## src/rtl/color_detect_mul_arb_pkg.sv

```systemverilog
// Shared widths, default multiplier latency and shadow-stage type for the
// shared-multiplier arbiter (color_detect_mul_arbiter).
package color_detect_mul_arb_pkg;

  localparam int OPND_W      = 16;
  localparam int PROD_W      = 32;
  localparam int MUL_LAT_DEF = 3;
  localparam int IDX_W       = 3;   // wide enough for up to 8 requesters

  typedef struct packed {
    logic             valid;
    logic [IDX_W-1:0] idx;
  } shadow_t;

  function automatic logic [IDX_W-1:0] next_ptr(input logic [IDX_W-1:0] idx, input int n);
    return (int'(idx) == n - 1) ? '0 : idx + 1'b1;
  endfunction

endpackage

```

## src/rtl/color_detect_rr_arbiter.sv

```systemverilog
// Round-robin arbiter: grants the first requester at or after i_ptr, wrapping
// around; grants nothing while i_en is low.
module color_detect_rr_arbiter
  import color_detect_mul_arb_pkg::*;
#(
  parameter int NUM_REQ = 4
) (
  input  logic [NUM_REQ-1:0] i_req,
  input  logic [IDX_W-1:0]   i_ptr,
  input  logic               i_en,
  output logic [NUM_REQ-1:0] o_grant,
  output logic [IDX_W-1:0]   o_idx,
  output logic               o_valid
);

  logic             w_hi_found;
  logic [IDX_W-1:0] w_hi_idx;
  logic             w_lo_found;
  logic [IDX_W-1:0] w_lo_idx;

  // NOTE: every variable written here gets a default before any conditional
  // assignment; a path that leaves one unassigned would infer a latch.
  always_comb begin
    w_hi_found = 1'b0;
    w_hi_idx   = '0;
    w_lo_found = 1'b0;
    w_lo_idx   = '0;
    for (int i = NUM_REQ - 1; i >= 0; i--) begin
      if (i_req[i]) begin
        w_lo_found = 1'b1;
        w_lo_idx   = IDX_W'(i);
        if (IDX_W'(i) >= i_ptr) begin
          w_hi_found = 1'b1;
          w_hi_idx   = IDX_W'(i);
        end
      end
    end
  end

  assign o_valid = i_en && w_lo_found;
  assign o_idx   = w_hi_found ? w_hi_idx : w_lo_idx;

  always_comb begin
    o_grant = '0;
    for (int i = 0; i < NUM_REQ; i++) begin
      o_grant[i] = o_valid && (o_idx == IDX_W'(i));
    end
  end

endmodule

```

## src/rtl/color_detect_mul_arbiter.sv

```systemverilog
// Shares one pipelined 16x16 multiplier among NUM_REQ requesters; a shadow
// pipeline routes each product back. Define COLOR_DETECT_MUL_ARB_STATS_EN for counters.
module color_detect_mul_arbiter
  import color_detect_mul_arb_pkg::*;
#(
  parameter int NUM_REQ = 4,
  parameter int MUL_LAT = MUL_LAT_DEF
) (
  input  logic                      clk,
  input  logic                      reset,
  input  logic [NUM_REQ-1:0]        req_valid,
  output logic [NUM_REQ-1:0]        req_ready,
  input  logic [NUM_REQ*OPND_W-1:0] req_a,
  input  logic [NUM_REQ*OPND_W-1:0] req_b,
  output logic [NUM_REQ-1:0]        rsp_valid,
  input  logic [NUM_REQ-1:0]        rsp_ready,
  output logic [PROD_W-1:0]         rsp_p,
  output logic                      mul_ce,
  output logic                      mul_reset,
  output logic [OPND_W-1:0]         mul_din0,
  output logic [OPND_W-1:0]         mul_din1,
  input  logic [PROD_W-1:0]         mul_dout,
  output logic [31:0]               stat_issue_cnt,
  output logic [31:0]               stat_stall_cnt
);

  shadow_t          r_shadow [MUL_LAT];
  logic [IDX_W-1:0] r_ptr;

  shadow_t          w_tail;
  logic             w_tail_ready;
  logic             w_arb_en;
  logic [NUM_REQ-1:0] w_grant;
  logic [IDX_W-1:0] w_grant_idx;
  logic             w_grant_vld;

  assign w_tail    = r_shadow[MUL_LAT-1];
  // A held tail freezes the multiplier and shadow together; reset forces a flush.
  assign mul_ce    = reset || !w_tail.valid || w_tail_ready;
  assign mul_reset = reset;
  assign w_arb_en  = mul_ce && !reset;
  assign rsp_p     = mul_dout;
  assign req_ready = w_grant & req_valid;

  color_detect_rr_arbiter #(
    .NUM_REQ (NUM_REQ)
  ) u_arb (
    .i_req   (req_valid),
    .i_ptr   (r_ptr),
    .i_en    (w_arb_en),
    .o_grant (w_grant),
    .o_idx   (w_grant_idx),
    .o_valid (w_grant_vld)
  );

  always_comb begin
    w_tail_ready = 1'b0;
    rsp_valid    = '0;
    for (int i = 0; i < NUM_REQ; i++) begin
      if (w_tail.idx == IDX_W'(i)) begin
        w_tail_ready = rsp_ready[i];
        rsp_valid[i] = w_tail.valid && !reset;
      end
    end
  end

  always_comb begin
    mul_din0 = '0;
    mul_din1 = '0;
    for (int i = 0; i < NUM_REQ; i++) begin
      if (w_grant[i]) begin
        mul_din0 = req_a[i*OPND_W +: OPND_W];
        mul_din1 = req_b[i*OPND_W +: OPND_W];
      end
    end
  end

  // NOTE: state registers use non-blocking assignments so every stage samples
  // its neighbour's pre-edge value. The shadow stages are only a few flops, so
  // they reset whole; a wide data memory would reset just its valid bits.
  always_ff @(posedge clk) begin
    if (reset) begin
      for (int s = 0; s < MUL_LAT; s++) begin
        r_shadow[s] <= '0;
      end
      r_ptr <= '0;
    end else if (mul_ce) begin
      r_shadow[0] <= '{valid: w_grant_vld, idx: w_grant_idx};
      for (int s = 1; s < MUL_LAT; s++) begin
        r_shadow[s] <= r_shadow[s-1];
      end
      if (w_grant_vld) begin
        r_ptr <= next_ptr(w_grant_idx, NUM_REQ);
      end
    end
  end

`ifdef COLOR_DETECT_MUL_ARB_STATS_EN
  logic [31:0] r_issue_cnt;
  logic [31:0] r_stall_cnt;

  always_ff @(posedge clk) begin
    if (reset) begin
      r_issue_cnt <= '0;
      r_stall_cnt <= '0;
    end else begin
      if (w_grant_vld && (r_issue_cnt != '1)) begin
        r_issue_cnt <= r_issue_cnt + 32'd1;
      end
      if (w_tail.valid && !mul_ce && (r_stall_cnt != '1)) begin
        r_stall_cnt <= r_stall_cnt + 32'd1;
      end
    end
  end

  assign stat_issue_cnt = r_issue_cnt;
  assign stat_stall_cnt = r_stall_cnt;
`else
  assign stat_issue_cnt = '0;
  assign stat_stall_cnt = '0;
`endif

endmodule

```

## config.mk

```make
export PLATFORM = sky130hd
export DESIGN_NAME = color_detect_mul_arbiter
export DESIGN_NICKNAME = d
export VERILOG_FILES = /design/src/rtl/color_detect_mul_arb_pkg.sv /design/src/rtl/color_detect_rr_arbiter.sv /design/src/rtl/color_detect_mul_arbiter.sv
export SDC_FILE = /design/constraint.sdc
export NUM_CORES = 1
export LEC_CHECK = 0
export ABC_AREA = 1
export CORE_AREA = 2 2 119 121
export DETAILED_ROUTE_END_ITERATION = 10
export DIE_AREA = 0 0 121 123
export GPL_ROUTABILITY_DRIVEN = 0
export PLACE_DENSITY_LB_ADDON = 0.1
export SYNTH_ARGS = -nofsm -noshare
export SYNTH_HDL_FRONTEND = slang
export SYNTH_SLANG_ARGS = --single-unit
```

## constraint.sdc

```tcl
create_clock -name clk -period 9.9 [get_ports clk]
set_input_delay 2.97 -clock clk [delete_from_list [all_inputs] [get_ports clk]]
set_output_delay 2.97 -clock clk [all_outputs]
set_load 0.02 [all_outputs]
```

==> results of run 1 <==
## through the flow
| stage | setup WS [ns] | utilization (%) |
|---|---|---|
| 2_1_floorplan | 2.26 | - |
| 3_3_place_gp | 0.947 | 32.1 |
| 3_5_place_dp | 0.885 | 32.1 |
| 4_1_cts | 0.858 | 32.6 |
| 5_1_grt | 0.616 | 32.6 |
| 6_report | 0.926 | 32.6 |
## registers in the layout, indices dropped and copies added, names as in the netlist
signal	cells
r_ptr	2
r_shadow	9
## cells by family after synthesis
family	synth area share (%)
AND/OR/NAND/NOR	48.7
buffers and inverters	37.4
flip-flops	10.5
AO/OA/AOI/OAI	1.57
adder cells (fa/ha/maj)	1.70
other	0.127
## cell type report
type                       instances  area [µm²]  area share (%)
timing repair buffer             184        1840            41.5
multi-input combinational        410        1780            40.0
sequential                        11         310            6.99
tap                              180         225            5.07
inverter                          56         210            4.73
clock buffer                       4        78.8            1.77
## tightest hold or removal path: cells and delay by family (launching register included)
kind	cells	cell delay [ns]
flip-flops	1	0.32
AO/OA/AOI/OAI	1	0.06
buffers and inverters	1	0.07
## worst max-delay path by stage
stage | endpoint | cells past startpoint
final | mul_din1[11] | 14
after global routing | mul_din0[0] | 14
after CTS | mul_din1[11] | 14
after detailed placement | mul_din1[11] | 14
after global placement | mul_din0[0] | 14
after floorplan | mul_din0[0] | 13
## metal layers
layer	track usage (%)	share of wire, %
met2	22.5	51
met4	1.74	1.0
met3	3.78	8.8
met5	0	0
met1	14.4	39
## placed cells by master (no fill, tap or decap), drive strengths merged
| master | n |
|---|---|
| ha | 4 |
| nand3 | 103 |
| nor2 | 117 |
| nor3 | 4 |
| a21oi | 3 |
| dfxtp | 2 |
| nand2 | 107 |
| clkbuf | 4 |
| a21boi | 1 |
| and3 | 2 |
| nand4 | 1 |
| o2111ai | 1 |
| clkdlybuf4s50 | 179 |
| buf | 5 |
| inv | 56 |
| o21ai | 3 |
| edfxtp | 9 |
| conb | 64 |
## where the power goes
group          total, mW  internal (mW)  switching [mW]
combinational      0.296          0.133           0.164
sequential        0.0598         0.0567         0.00314
clock             0.0731         0.0540          0.0191
==> metrics.md, run 1 <==
| Metric | Value |
|---|---|
| Status | `finished, final reports clean` |
| Slowest CP cell | `nor2_8` |
| Layout Cell Area excl Fill | `between 4000 and 5000 µm²` |
| Max-cap violation count | `0` |
| VDD IR max | `between 0.04 and 0.05 mV` |
| Root buf cell | `clkbuf_16` |
| CP Capture Type | `primary output` |
| Cell area after synthesis | `just under 3000 µm²` |
| Unique masters post-synth | `24` |
| Asr flop ratio synth | `0%` |
| Slew Viols, Final | `0` |
| First-pass GRT wire length | `between 10 and 15 mm` |
| Input/output buffers | `between 150 and 200` |
| Total gr overflow | `0` |
| CTS H-Tree Depth | `1` |
| Post-synth top flop | `edfxtp_1` |
| Period minus WS final | `around 9.0 ns` |
| Period utilisation layout | `around 91%` |
| Crit Reg-Reg Endpoint | `r_shadow[0][3]$_SDFFCE_PN0P_` |
| Syn_area_per_cell | `between 5 and 6 µm²` |
| Post-synthesis sequential area ratio | `a little over a tenth` |
| Count leader, synth | `nor2_1` |
| TNS Setup | `0 ns` |
| Hold Crit Endpoint | `r_ptr[1]$_SDFFE_PP0P_` |
| CTS max path bufs | `2` |
| Wire length reported by the detailed router | `between 10 and 15 mm` |
| Gate Count Post-Synth | `around 540` |
| Ys Warns | `0` |
| Buf/Inv on CP | `7` |
| Crit-path leading delay family | `buffers and inverters` |
| DRT iter0 DRCs | `between 100 and 150` |
| Pin count of the biggest net entering global routing | `between 60 and 70` |
| Min-delay src | `r_ptr[1]$_SDFFE_PP0P_` |
| CP Data Arrival Time | `roughly 6.0 ns` |
| Crit path required time | `6.93 ns` |
| Setup crit start | `req_valid[2]` |
| Detailed Routing Iterations Pass 1 | `4` |
| Die width | `around 120 µm` |
| Crit path launch type | `input pin` |
| Slew @ Worst Pin | `just under 0.8 ns` |
| Largest stage delay on the critical path | `about 0.62 ns` |
| Antenna-violating nets left | `0` |
| Worst r2r path cells | `8` |
| Die Height | `123 µm` |
| Area Growth Syn to Fin | `50.9%` |
| Vias in the first global route | `3112` |
| Vias | `approximately 3.4k` |
| Worst path cell trace | `clkdlybuf4s50_1 -> inv_1 -> a21oi_1 -> inv_1 -> nand2_1 -> o21ai_0 -> inv_1 -> ha_1 -> inv_1 -> nor2_8 -> buf_4 -> nand2_1 -> nand2_1 -> clkdlybuf4s50_1` |
| CTS sink count | `11` |
| Layout net count | `840` |
| Fmax | `111 MHz` |
| Crit path top cell by count | `inv_1` |
| Initial antenna violation count | `0` |
| DRC | `0` |
| Num rows | `43` |
| Final-layout fill cell count | `between 1.5k and 2k` |
| Total core area | `13600 µm²` |
| Largest fanout on the critical path | `59` |
| CTS clk-pin slew, worst paths | `approximately 0.040 ns` |
| CTS Buf Count | `3` |
| Final setup fails | `0` |
| Clock Latency Late Sink | `~0.24 ns` |
| Routed WL per cell | `around 12 µm` |
| EDFF count, synth | `9` |
| Reg2reg start | `r_shadow[0][9]$_SDFFCE_PN0P_` |
| PwrDens | `between 90 and 100 nW/µm²` |
| Number of synthesized register bits | `11` |
| RSZ-0062 raised after global routing | `no` |
| Post-CTS setup repair buffer count | `0` |
| Kind of critical path | `in -> out` |
| LEAKAGE | `2.15 nW` |
| Total power | `approximately 430 µW` |
| Most frequent cells after synthesis | `114 x nor2_1, 107 x nand2_1, 103 x buf_4` |
| Yosys top cell by area | `buf_4` |
| Synth area leaders | `buf_4 26%, nand3_1 17%, nor2_1 15%` |
| IO Pins | `between 300 and 400` |
| Hold WC Path Type | `reg -> reg` |
| Inst Count DP | `roughly 840` |
| Share of cells above drive strength 1 | `between 2 and 3%` |
| Die area | `14900 µm²` |
| Final Instance Count excl. Fillers | `approximately 850` |
| Min-Delay Path Depth | `2` |
| Hpwl dp | `around 8 mm` |
| Hold_buf cts | `0` |
| Placed Instance Area | `~4400 µm²` |
| Endpoints failing hold | `0` |
| Mean number of vias per cell | `around 4` |
| Worst Clk Skew | `0.000824 ns` |
| Slew margin rel. | `approximately 48%` |
| FF-to-FF setup slack | `between 7 and 8 ns` |
| Hold WS | `just under 0.5 ns` |
| Ant. Diodes | `0` |
| Post-CTS sizing | `0` |
| GRT Total Usage | `12.3%` |
| Initial Util | `a little over a fifth` |
| Area share of the largest cell type after synthesis | `a little over a quarter` |
| TritonCTS clock tree | `yes` |
Note: power is estimated with default switching activity, not from simulation.
==> inputs of run 2 (changes only) <==
--- a/config.mk
+++ b/config.mk
@@ -6,11 +6,13 @@
 export NUM_CORES = 1
 export LEC_CHECK = 0
 export ABC_AREA = 1
-export CORE_AREA = 2 2 119 121
+export CORE_AREA = 10 10 120 122
+export CTS_CLUSTER_SIZE = 30
 export DETAILED_ROUTE_END_ITERATION = 10
-export DIE_AREA = 0 0 121 123
+export DIE_AREA = 0 0 130 132
 export GPL_ROUTABILITY_DRIVEN = 0
 export PLACE_DENSITY_LB_ADDON = 0.1
+export SKIP_LAST_GASP = 1
 export SYNTH_ARGS = -nofsm -noshare
 export SYNTH_HDL_FRONTEND = slang
 export SYNTH_SLANG_ARGS = --single-unit
==> run 2 against run 1 <==
Compared with the run above:
- die area up 15%
- worst hold slack worse by 0.0083 ns
- critical path depth is 1 lower
- first-iteration DRC count grew 25%
==> metrics.md, run 2 (synthesis gave the netlist of run 1 again) <==
| Metric | Value |
|---|---|
| GRT Total Usage | `12.5%` |
| CTS max path bufs | `2` |
| Min-delay src | `r_ptr[1]$_SDFFE_PP0P_` |
| DRC | `0` |
| CTS H-Tree Depth | `1` |
| RSZ-0062 raised after global routing | `no` |
| Placed Instance Area | `roughly 4300 µm²` |
| CP Data Arrival Time | `5.97 ns` |
| CTS clk-pin slew, worst paths | `approximately 0.040 ns` |
| Pre-CTS WS | `~0.94 ns` |
| Area Growth Syn to Fin | `50.1%` |
| Fmax | `between 100 and 150 MHz` |
| Pin count of the biggest net entering global routing | `between 60 and 70` |
| Endpoints failing hold | `0` |
| Slew @ Worst Pin | `about 0.8 ns` |
| Die width | `about 130 µm` |
| Mean number of vias per cell | `between 4 and 5` |
| Reg2reg start | `r_shadow[0][8]$_SDFFCE_PN0P_` |
| Die area | `17200 µm²` |
| Num rows | `40` |
| PwrDens | `just under 100 nW/µm²` |
| Crit path launch type | `input pin` |
| Detailed Routing Iterations Pass 1 | `4` |
| CTS sink count | `11` |
| Crit Reg-Reg Endpoint | `r_ptr[0]$_SDFFE_PP0P_` |
| Min setup slack post-route | `between 0.9 and 1 ns` |
| Initial Util | `between 20% and 30%` |
| VDD IR max | `0.0436 mV` |
| Hold WS | `around 0.49 ns` |
| Min-Delay Path Depth | `2` |
| Hold_buf cts | `0` |
| First-pass GRT wire length | `roughly 18 mm` |
| Share of cells above drive strength 1 | `approximately 2.7%` |
| Ant. Diodes | `0` |
| Layout Cell Area excl Fill | `around 4400 µm²` |
| Total core area | `11900 µm²` |
| Highest metal used | `met4` |
| Crit path required time | `just under 7 ns` |
| Final core occ | `a little under two fifths` |
| Commonest non-fill, non-tap cell in the layout | `clkdlybuf4s50_1` |
| Period minus WS final | `between 8 and 9 ns` |
| Largest fanout on the critical path | `39` |
| Max-cap violation count | `0` |
| Final Instance Count excl. Fillers | `813` |
| Hpwl dp | `just under 10 mm` |
| Worst Clk Skew | `~0.0011 ns` |
| FF-to-FF setup slack | `about 8.2 ns` |
| LEAKAGE | `about 2.2 nW` |
| CTS Buf Count | `3` |
| WL met1 | `between 4 and 5 mm` |
| Vias | `3364` |
| Metal2 WL | `just over 6 mm` |
| Antenna-violating nets left | `0` |
| Layout net count | `approximately 840` |
| Reg with most FFs | `r_shadow` |
| Max reg flops | `9` |
| Initial antenna violation count | `0` |
| Clock Latency Late Sink | `approximately 0.23 ns` |
| Routed wl met3 | `approximately 1.4 mm` |
| Status | `finished, final reports clean` |
| IO Pins | `around 310` |
| Total power | `about 430 µW` |
| Input/output buffers | `179` |
| Regs by FF count | `r_shadow: 9 flops, r_ptr: 2 flops` |
| Slew margin rel. | `46.0%` |
| CP Capture Type | `primary output` |
| Inst Count DP | `809` |
| Die Height | `132 µm` |
| Final setup fails | `0` |
| Post-CTS setup repair buffer count | `0` |
| Wire length reported by the detailed router | `11.9 mm` |
| Kind of critical path | `in -> out` |
| Post-CTS sizing | `0` |
| Root buf cell | `clkbuf_16` |
| Slew Viols, Final | `0` |
| Vias in the first global route | `3462` |
| TNS Setup | `0 ns` |
| Period utilisation layout | `90.3%` |
| TritonCTS clock tree | `yes` |
| Hold WC Path Type | `reg -> reg` |
| Hold Crit Endpoint | `r_ptr[1]$_SDFFE_PP0P_` |
| Routed WL per cell | `~15 µm` |
| Worst r2r path cells | `10` |
| Most frequent cells in the layout | `179 x clkdlybuf4s50_1, 114 x nor2_1, 107 x nand2_1, 102 x nand3_1, 64 x conb_1` |
| DRT iter0 DRCs | `150` |
| Total gr overflow | `0` |
[run 2: cell count changes in the layout (fill, tap and decap cells not counted), sizes merged]
cell,before,now
buf,5,6
[run 2: area by class of cell]
type                    instances  area [µm²]
fillers                      1386        7490
clock buffers                   4        78.8
flip-flops and latches         11         310
well taps                     147         184
inverters                      56         210
multi-input cells             410        1770
repair buffers                185        1860
[run 2: layer usage]
metal	up-vias	global-route usage, %
met1	1443	12.2
met2	142	23.1
li1	1761	-
met3	18	6.48
met5	-	0
met4	0	1.94
[run 2: worst max path at each step]
| stage | from | end | slack [ns] | cells past startpoint |
|---|---|---|---|---|
| final | req_valid[2] | mul_din0[1] | 0.96 | 13 |
| after global placement | req_valid[2] | mul_din0[10] | 0.97 | 13 |
| after floorplan | req_valid[2] | mul_din0[0] | 2.26 | 13 |
| after CTS | req_valid[2] | mul_din0[1] | 0.90 | 13 |
| after detailed placement | req_valid[2] | mul_din0[1] | 0.94 | 13 |
| after global routing | req_valid[2] | mul_din0[6] | 0.69 | 13 |
[run 2: report_power, final]
group          total [mW]  internal (mW)  switching [mW]
clock              0.0721         0.0539          0.0182
combinational       0.301          0.135           0.166
sequential         0.0598         0.0567         0.00308
total               0.433          0.246           0.187
[run 2: worst max-delay path, stage by stage]
cell	delay [ns]
clkdlybuf4s50_1	0.43
inv_1	0.12
a21oi_1	0.06
inv_1	0.07
nand2_1	0.04
o21ai_0	0.37
ha_2	0.65
buf_12	0.27
nand3_1	0.10
nand3_1	0.13
nand2_1	0.07
nand2_1	0.06
clkdlybuf4s50_1	0.62
==> inputs of run 3 (changes only) <==
--- a/config.mk
+++ b/config.mk
@@ -10,6 +10,7 @@
 export CTS_CLUSTER_SIZE = 30
 export DETAILED_ROUTE_END_ITERATION = 10
 export DIE_AREA = 0 0 130 132
+export DONT_BUFFER_PORTS = 1
 export GPL_ROUTABILITY_DRIVEN = 0
 export PLACE_DENSITY_LB_ADDON = 0.1
 export SKIP_LAST_GASP = 1
==> run 3 against run 2 <==
Compared with the run above:
- total power shrank 25%
- critical path depth is 2 lower
- register-to-register slack got worse by 0.67 ns
- highest routed layer unchanged
==> metrics.md, run 3 (synthesis gave the netlist of run 1 again) <==
| Metric | Value |
|---|---|
| Period minus WS final | `8.39 ns` |
| Min-Delay Path Depth | `2` |
| Routed WL per cell | `approximately 16 µm` |
| CTS Buf Count | `3` |
| Reg with most FFs | `r_shadow` |
| Power share of the clock group | `22.7%` |
| Post-CTS setup repair buffer count | `0` |
| Final Instance Count excl. Fillers | `roughly 630` |
| Final-layout fill cell count | `between 1k and 1.5k` |
| NetSw | `174 µW` |
| Worst path cell trace | `inv_1 -> a21oi_1 -> inv_1 -> nand2_1 -> o21ai_0 -> ha_2 -> buf_4 -> nand3_1 -> nand3_1 -> nand2_1 -> nand2_1` |
| CTS sink count | `11` |
| Slew margin rel. | `around 44%` |
| TNS Setup | `0 ns` |
| Vias in the first global route | `between 2k and 3k` |
| Die width | `between 100 and 150 µm` |
| Crit Reg-Reg Endpoint | `r_ptr[0]$_SDFFE_PP0P_` |
| RSZ-0062 raised after global routing | `no` |
| Clock Latency Late Sink | `~0.24 ns` |
| Max-cap violation count | `0` |
| Buf/Inv on CP | `3` |
| CTS max path bufs | `2` |
| Initial Util | `24.7%` |
| Sw Ratio | `53.3%` |
| Die Height | `between 100 and 150 µm` |
| Total gr overflow | `0` |
| Hold WC Path Type | `reg -> reg` |
| Most frequent cells in the layout | `114 x nor2_1, 107 x nand2_1, 102 x nand3_1, 64 x conb_1, 52 x inv_1` |
| CTS clk-pin slew, worst paths | `0.04 ns` |
| Regs by FF count | `r_shadow: 9 flops, r_ptr: 2 flops` |
| Internal power | `around 150 µW` |
| PwrDens | `125 nW/µm²` |
| Area Growth Syn to Fin | `-11.6%` |
| Endpoints failing hold | `0` |
| Ant. Diodes | `0` |
| Layout net count | `approximately 660` |
| Vias | `about 2.7k` |
| Pin count of the biggest net entering global routing | `between 60 and 70` |
| Layout Cell Area excl Fill | `2600 µm²` |
| Total core area | `between 10000 and 15000 µm²` |
| Crit path top cell by count | `nand2_1` |
| Worst r2r path cells | `10` |
| Fmax | `119 MHz` |
| Detailed Routing Iterations Pass 1 | `4` |
| Hold_buf cts | `0` |
| Crit path required time | `a little under 7 ns` |
| Placed Instance Area | `2520 µm²` |
| CP Capture Type | `primary output` |
| Inst Count DP | `between 600 and 700` |
| Post-CTS sizing | `0` |
| Root buf cell | `clkbuf_16` |
| Largest stage delay on the critical path | `approximately 0.85 ns` |
| GRT Total Usage | `10.9%` |
| Final setup fails | `0` |
| DRT iter0 DRCs | `76` |
| Slew @ Worst Pin | `~0.84 ns` |
| Kind of critical path | `in -> out` |
| Slowest CP cell | `ha_2` |
| Hold Crit Endpoint | `r_ptr[1]$_SDFFE_PP0P_` |
| CTS H-Tree Depth | `1` |
| Initial antenna violation count | `0` |
| Die area | `approximately 17000 µm²` |
| Worst Clk Skew | `roughly 0.0015 ns` |
| Reg2reg start | `r_shadow[0][8]$_SDFFCE_PN0P_` |
| Hpwl dp | `8.68 mm` |
| Comb power frac | `59.0%` |
| Share of cells above drive strength 1 | `3.90%` |
| Sequential cell area | `around 310 µm²` |
| Num rows | `40` |
| Crit-path leading delay family | `adder cells` |
| Period utilisation layout | `a little over four fifths` |
| TritonCTS clock tree | `yes` |
| DRC | `0` |
| Antenna-violating nets left | `0` |
| First-pass GRT wire length | `between 15 and 20 mm` |
| Crit path launch type | `input pin` |
| Commonest non-fill, non-tap cell in the layout | `nor2_1` |
| Wire length reported by the detailed router | `around 10 mm` |
| LEAKAGE | `about 1.5 nW` |
| Slew Viols, Final | `0` |
| Status | `finished, final reports clean` |
| Mean number of vias per cell | `about 4.3` |
| Max reg flops | `9` |
| Min-delay src | `r_ptr[1]$_SDFFE_PP0P_` |
| Largest fanout on the critical path | `39` |
| Reg power frac | `between 10% and 20%` |
| FF-to-FF setup slack | `7.48 ns` |
| VDD IR max | `~0.043 mV` |
| Final core occ | `roughly 22%` |
| Multi-input logic area | `~1800 µm²` |
| Input/output buffers | `0` |
| IO Pins | `a little over 300` |
| CP Data Arrival Time | `between 5 and 6 ns` |
[run 3: changes by cell type in the layout (fill, tap and decap cells not counted), sizes merged]
cell and change:
clkdlybuf4s50 -179, clkbuf -1, clkinv +1
[run 3: layout make-up]
class / count / share of cell area, %
inverter: 56 / 8.08
multi-input combinational: 410 / 68.1
sequential: 11 / 11.9
clock buffer: 3 / 2.88
timing repair buffer: 6 / 1.73
clock inverter: 1 / 0.192
tap: 147 / 7.07
[run 3: tightest hold or removal path, cell delays in order (launching register included)]
cell and delay (ns):
dfxtp_1 0.31, inv_1 0.07, a21oi_1 0.06
[run 3: power by group through the flow]
stage               combinational [mW]  clock, mW  sequential (mW)
detailed placement               0.196          0           0.0604
global route                     0.217     0.0778           0.0603
CTS                              0.196     0.0768           0.0596
floorplan                        0.204          0           0.0597
global placement                 0.196          0           0.0604
finish                           0.192     0.0741           0.0595
[run 3: worst max-delay path by stage]
stage	from	end	slack, ns	cells after the start
finish	req_valid[2]	mul_din0[6]	1.51	11
CTS	req_valid[2]	mul_din0[1]	1.45	11
global route	req_valid[2]	mul_din0[1]	1.15	11
global placement	req_valid[2]	mul_din0[6]	1.50	11
floorplan	req_valid[2]	mul_din0[0]	2.26	13
detailed placement	req_valid[2]	mul_din0[1]	1.46	11
[run 3: stage by stage]
stage	hold slack (ns)	setup WS (ns)	power, mW
floorplan	0.456	2.26	0.263
global placement	0.495	1.50	0.256
detailed placement	0.486	1.46	0.256
CTS	0.495	1.45	0.333
global route	0.528	1.15	0.355
finish	0.491	1.51	0.326
[run 3: per-layer routing]
metal / part of all wire (%) / up-vias / track usage [%]
met2: 52 / 133 / 20.2
li1: - / 1402 / -
met1: 36 / 1185 / 11.0
met4: 0.66 / 0 / 1.81
met5: 0 / - / 0
met3: 11 / 14 / 4.91
